[src/rtl/clkdiv_pkg.sv]
// clkdiv_pkg: shared states, ratio limits and helpers for the clock-divider controller
package clkdiv_pkg;
  typedef enum logic [1:0] {IDLE, RUN, STOP} state_t;
  localparam int DIV_MIN = 2;
  localparam int DIV_2MHZ = 8;
  localparam int DIV_1MHZ = 16;
  function automatic int unsigned hi_len(input int unsigned div);
    return (div + 1) >> 1;
  endfunction
endpackage

[src/rtl/clkdiv_if.sv]
// clkdiv_if: ratio configuration handshake
interface clkdiv_if #(parameter int DIV_W = 8);
  logic cfg_valid;
  logic [DIV_W-1:0] cfg_div;
  logic cfg_ready;
  logic cfg_err;
  modport master(output cfg_valid, cfg_div, input cfg_ready, cfg_err);
  modport slave(input cfg_valid, cfg_div, output cfg_ready, cfg_err);
endinterface

[src/rtl/clkdiv_period_cnt.sv]
// clkdiv_period_cnt: period counter with wrap detect and next-cycle high-phase compare
module clkdiv_period_cnt
  import clkdiv_pkg::*;
#(
  parameter int DIV_W = 8
) (
  input  logic             clk16MHz,
  input  logic             reset,
  input  logic             en,
  input  logic [DIV_W-1:0] div,
  output logic [DIV_W-1:0] cnt,
  output logic             wrap,
  output logic             hi
);
  logic [DIV_W-1:0] cnt_nxt;
  // hi refers to the count about to be loaded; at a wrap that count is 0,
  // which is high under any legal ratio, so a ratio swap cannot glitch it
  always_comb begin
    wrap = en && (cnt == div - DIV_W'(1));
    cnt_nxt = (en && !wrap) ? cnt + DIV_W'(1) : '0;
    hi = 32'(cnt_nxt) < hi_len(32'(div));
  end
  always_ff @(posedge clk16MHz or negedge reset)
    if (!reset) cnt <= '0;
    else cnt <= cnt_nxt;
endmodule

[src/rtl/clkdiv_ctrl.sv]
// clkdiv_ctrl: run/stop FSM, ratio handshake and registered divided clock with tick
module clkdiv_ctrl
  import clkdiv_pkg::*;
#(
  parameter int DIV_W = 8,
  parameter int DEFAULT_DIV = DIV_2MHZ
) (
  input  logic     clk16MHz,
  input  logic     reset,
  input  logic     run_en,
  clkdiv_if.slave  cfg,
  output logic     clk_out,
  output logic     tick,
  output logic     busy
);
  state_t state, state_nxt;
  logic [DIV_W-1:0] div_cur, div_nxt, div_pend, cnt;
  logic pend, pend_nxt, wrap, hi, busy_nxt, acc, bad, apply_now;
  clkdiv_period_cnt #(.DIV_W(DIV_W)) u_cnt (
    .clk16MHz,
    .reset,
    .en(busy),
    .div(div_cur),
    .cnt,
    .wrap,
    .hi
  );
  assign busy = state != IDLE;
  assign cfg.cfg_ready = !pend;
  // a ratio accepted while idle or on a wrap takes effect immediately; otherwise it waits
  always_comb begin
    bad = cfg.cfg_valid && !pend && cfg.cfg_div < DIV_W'(DIV_MIN);
    acc = cfg.cfg_valid && !pend && !bad;
    apply_now = acc && (!busy || wrap);
    state_nxt = run_en ? RUN : (state == IDLE || wrap) ? IDLE : STOP;
    busy_nxt = state_nxt != IDLE;
    div_nxt = apply_now ? cfg.cfg_div : (wrap && pend) ? div_pend : div_cur;
    pend_nxt = (acc && !apply_now) || (pend && !wrap);
  end
  always_ff @(posedge clk16MHz or negedge reset)
    if (!reset) begin
      state <= IDLE;
      div_cur <= DIV_W'(DEFAULT_DIV);
      div_pend <= '0;
      pend <= 1'b0;
      clk_out <= 1'b0;
      tick <= 1'b0;
      cfg.cfg_err <= 1'b0;
    end else begin
      state <= state_nxt;
      div_cur <= div_nxt;
      pend <= pend_nxt;
      if (acc) div_pend <= cfg.cfg_div;
      clk_out <= busy_nxt && hi;
      tick <= busy_nxt && (busy ? wrap : cnt == '0);
      cfg.cfg_err <= bad;
    end
endmodule

[src/flat_wrapper.sv]
// flat-port wrapper written by rule: the top's interface ports become plain ports
module clkdiv_ctrl_flat import clkdiv_pkg::*;
#(
  parameter int DIV_W = 8,
  parameter int DEFAULT_DIV = DIV_2MHZ
)
  (clk16MHz, reset, run_en, clk_out, tick, busy, cfg_cfg_valid, cfg_cfg_div, cfg_cfg_ready, cfg_cfg_err);
  clkdiv_if #(.DIV_W(DIV_W)) cfg_i ();
  input  logic clk16MHz;
  input  logic reset;
  input  logic run_en;
  output logic clk_out;
  output logic tick;
  output logic busy;
  input wire logic [$bits(cfg_i.cfg_valid)-1:0] cfg_cfg_valid;
  input wire logic [$bits(cfg_i.cfg_div)-1:0] cfg_cfg_div;
  output wire logic [$bits(cfg_i.cfg_ready)-1:0] cfg_cfg_ready;
  output wire logic [$bits(cfg_i.cfg_err)-1:0] cfg_cfg_err;
  assign cfg_i.cfg_valid = cfg_cfg_valid;
  assign cfg_i.cfg_div = cfg_cfg_div;
  assign cfg_cfg_ready = cfg_i.cfg_ready;
  assign cfg_cfg_err = cfg_i.cfg_err;
  clkdiv_ctrl #(.DIV_W(DIV_W), .DEFAULT_DIV(DEFAULT_DIV)) u_core (.clk16MHz(clk16MHz), .reset(reset), .run_en(run_en), .cfg(cfg_i), .clk_out(clk_out), .tick(tick), .busy(busy));
endmodule
[config.mk]
export PLATFORM = sky130hd
export DESIGN_NAME = clkdiv_ctrl_flat
export DESIGN_NICKNAME = d
export VERILOG_FILES = /design/src/rtl/clkdiv_pkg.sv /design/src/rtl/clkdiv_if.sv /design/src/rtl/clkdiv_period_cnt.sv /design/src/rtl/clkdiv_ctrl.sv /design/src/flat_wrapper.sv
export SDC_FILE = /design/constraint.sdc
export NUM_CORES = 1
export LEC_CHECK = 0
export CAP_MARGIN = 40
export CORE_ASPECT_RATIO = 0.75
export CORE_MARGIN = 5
export CORE_UTILIZATION = 53
export CTS_CLUSTER_DIAMETER = 100
export CTS_CLUSTER_SIZE = 25
export DETAILED_ROUTE_END_ITERATION = 16
export GPL_TIMING_DRIVEN = 0
export PLACE_DENSITY = 0.79
export SLEW_MARGIN = 10
export SYNTH_ARGS = -nofsm -noshare
export SYNTH_HDL_FRONTEND = slang
export SYNTH_SLANG_ARGS = --single-unit
export TNS_END_PERCENT = 20
[constraint.sdc]
create_clock -name clk16MHz -period 5.84 [get_ports clk16MHz]
set_clock_uncertainty 0.2 [all_clocks]
set_input_delay 1.752 -clock clk16MHz [delete_from_list [all_inputs] [get_ports clk16MHz]]
set_output_delay 1.752 -clock clk16MHz [all_outputs]
set_load 0.05 [all_outputs]
==> results.json <==
{
  "globalplace.congestion": 0.868,
  "avgSynthCellArea_um2": 8.91,
  "grt.total_usage_pct": 21.7,
  "vias_per_cell": 5.95,
  "cell_internal_pwr_w": 0.000599,
  "drtIter0Drc": 263,
  "wl_um": 5130,
  "vias": 1845,
  "post_cts_resized": 0,
  "die_w_um": 82.4,
  "hold_buffers": 0,
  "antenna_found_initial": 0,
  "ys.flop_type": "dfrtp_1",
  "cts_buffer_depth": 2,
  "finalNonFillerCells": 310,
  "finalSetupViolCount": 0,
  "swShare_pct": 44.1,
  "clock-sinks": 30,
  "p_sw_w": 0.000472,
  "syn_nets": 257,
  "core_um2": 3730,
  "synth_top_area_share_pct": 34.8,
  "dp_hpwl_um": 3740,
  "p_total_w": 0.00107,
  "fin_crit_ps": 4390,
  "cts_root_buf": "clkbuf_8",
  "post-route-period-util_pct": 75.2,
  "cts_inserted_buffers": 5,
  "power_frac_seq_pct": 32.5,
  "hold_viol": 0,
  "drc": 0,
  "ys_async_sr_fraction_pct": 100,
  "grt_pass1_wl_um": 8670,
  "syn_area_um2": 2090,
  "hold_slack_ps": 286,
  "drive_above_1_share_pct": 10.9,
  "ios": 17,
  "first_pass_iters": 5,
  "cp.arrival_ps": 2440,
  "synth_area_leaders": "dfrtp_1 35%, ha_1 6.6%, xor2_1 5.0%",
  "clkSlewWorstSetupHoldPaths_ps": 70,
  "peakVddDrop_mv": 0.218,
  "grt_max_degree": 31,
  "p_leak_nw": 1.05,
  "drv_cap": 0,
  "dieArea_um2": 5300,
  "final_nets": 280,
  "rsz0062_at_grt": "false",
  "p_comb_share_pct": 50.7,
  "cp.required_ps": 3890,
  "fmaxAchievable_mhz": 228,
  "synth_edf_count": 0,
  "maxSlewHeadroom_pct": 55.1,
  "outcome": "finished clean",
  "num_rows": 19,
  "yosysWarnings": 0,
  "cts_setup_buffers": 0,
  "fin_tns_setup_ps": 0,
  "synthTopCellsByCount": "29 x dfrtp_1, 26 x nand2_1, 23 x nor2_1, 15 x a21oi_1, 12 x xor2_1",
  "setup_ws_ps": 1450,
  "n_antenna_cell": 0,
  "cts_tree": "yes",
  "yosysTopAreaCell": "dfrtp_1",
  "clock_latency_ps": 290,
  "drtAntennaViolNets": 0,
  "synthDistinctLibCells": 44,
  "critPathLaunchType": "flop",
  "dp.cells": 302,
  "synth_seq_cells": 30,
  "pwr-share-clk_pct": 16.8,
  "syn-instance-count": 234,
  "power.density_nw_per_um2": 447,
  "yosysSeqAreaShare_pct": 36.1,
  "die_y_um": 64.3,
  "dp_slack_ps": 1630,
  "report.final.slew_viol_count": 0,
  "wl_per_cell_um": 16.5,
  "grt_pass1_vias": 1697,
  "portBuffers": 16,
  "initial_core_util_pct": 55.9,
  "synth.most_common_cell": "dfrtp_1",
  "critPathMaxFanout": 10,
  "cts_max_level": 2,
  "hold_class": "reg -> reg",
  "overflow": 0,
  "worstSetupPathType": "reg -> out",
  "syn_to_final_growth_pct": 14.9,
  "worst_pin_slew_ps": 673,
  "crit_path_end_kind": "output port"
}
==> layout make-up <==
class                           instances  area, um2
Buffer                                 18        100
Clock buffer                            7       86.3
Clock inverter                          1       5.00
Fill cell                             336       1340
Inverter                                6       22.5
Multi-Input combinational cell        180       1210
Sequential cell                        30        752
Tap cell                               52       65.1
Timing Repair Buffer                   16        155
==> power by group through the flow <==
stage	Sequential (W)	Clock, W	Combinational [W]
after global placement	0.000348	0	0.000518
after floorplan	0.000335	0	0.000408
after global routing	0.000359	0.000191	0.000607
after CTS	0.000346	0.000181	0.000537
after detailed placement	0.000349	0	0.000533
final	0.000348	0.000180	0.000543
==> layer usage <==
| layer | up-vias | GRT usage, % | share of wire, % | routed length (um) |
|---|---|---|---|---|
| li1 | 887 | - | - | - |
| met2 | 67 | 27.2 | 41 | 2100 |
| met1 | 882 | 35.2 | 51 | 2630 |
| met4 | 0 | 5.19 | 1.1 | 56 |
| met5 | - | 0 | 0 | 0 |
| met3 | 9 | 6.60 | 6.6 | 339 |
==> worst paths after layout <==
kind,from,to,slack [ps],cells past startpoint
worst max-delay path,u_core.state[1],busy,1450,4
worst min-delay path,u_core.div_pend[0],u_core.div_pend[0],290,2
worst max register to register,u_core.div_cur[0],u_core.clk_out,2090,13
worst min register to register,u_core.div_pend[0],u_core.div_pend[0],290,2
max in group asynchronous,reset,u_core.div_cur[2],3710,1
min in group asynchronous,reset,u_core.div_pend[6],1290,1
==> cell usage in the layout, fill, tap and decap left out, types with 2 or more instances in the layout <==
master            n
o21ai_0           4
xnor2_1           8
a21o_1            2
ha_1             11
a21oi_1          15
dfrtp_1          29
clkbuf_1          8
a211oi_1          2
nor2_1           23
inv_1             6
nor4_1            3
and2_1            2
o41ai_1           8
buf_2             8
a22oi_1           8
or4_1             8
nor2b_1           2
clkbuf_8          6
nand4_1           2
buf_6             3
nand2_1          26
and3_1            6
nand3_1          11
clkdlybuf4s50_1  15
nand2b_1          2
xor2_1           12
o21bai_1          5
nor3_1            4
==> state kept, by name, indices dropped and copies added (netlist names) <==
signal	count
u_core.div_cur	8
u_core.div_pend	8
u_core.u_cnt.cnt	8
u_core.state	2
u_core.cfg.cfg_err	1
u_core.clk_out	1
u_core.pend	1
u_core.tick	1
==> stage by stage <==
stage,utilization (%),area [um2]
global placement,61.9,2310
floorplan,-,2090
detailed placement,61.8,2310
global route,64.2,2400
CTS,64.2,2400
finish,64.2,2400
==> cell families after synthesis <==
logic type | synth area share [%]
AND/OR/NAND/NOR | 23.5
AO/OA/AOI/OAI | 19.6
flip-flops | 36.1
buffers and inverters | 5.88
XOR/XNOR | 8.40
adder cells (fa/ha/maj) | 6.60
==> critical path: stages (launching register included) <==
cell and delay [ps]:
dfrtp_1 320, or2_2 90, clkbuf_1 410, clkbuf_1 430, clkdlybuf4s50_1 890
Note: power is estimated with default switching activity, not from simulation.
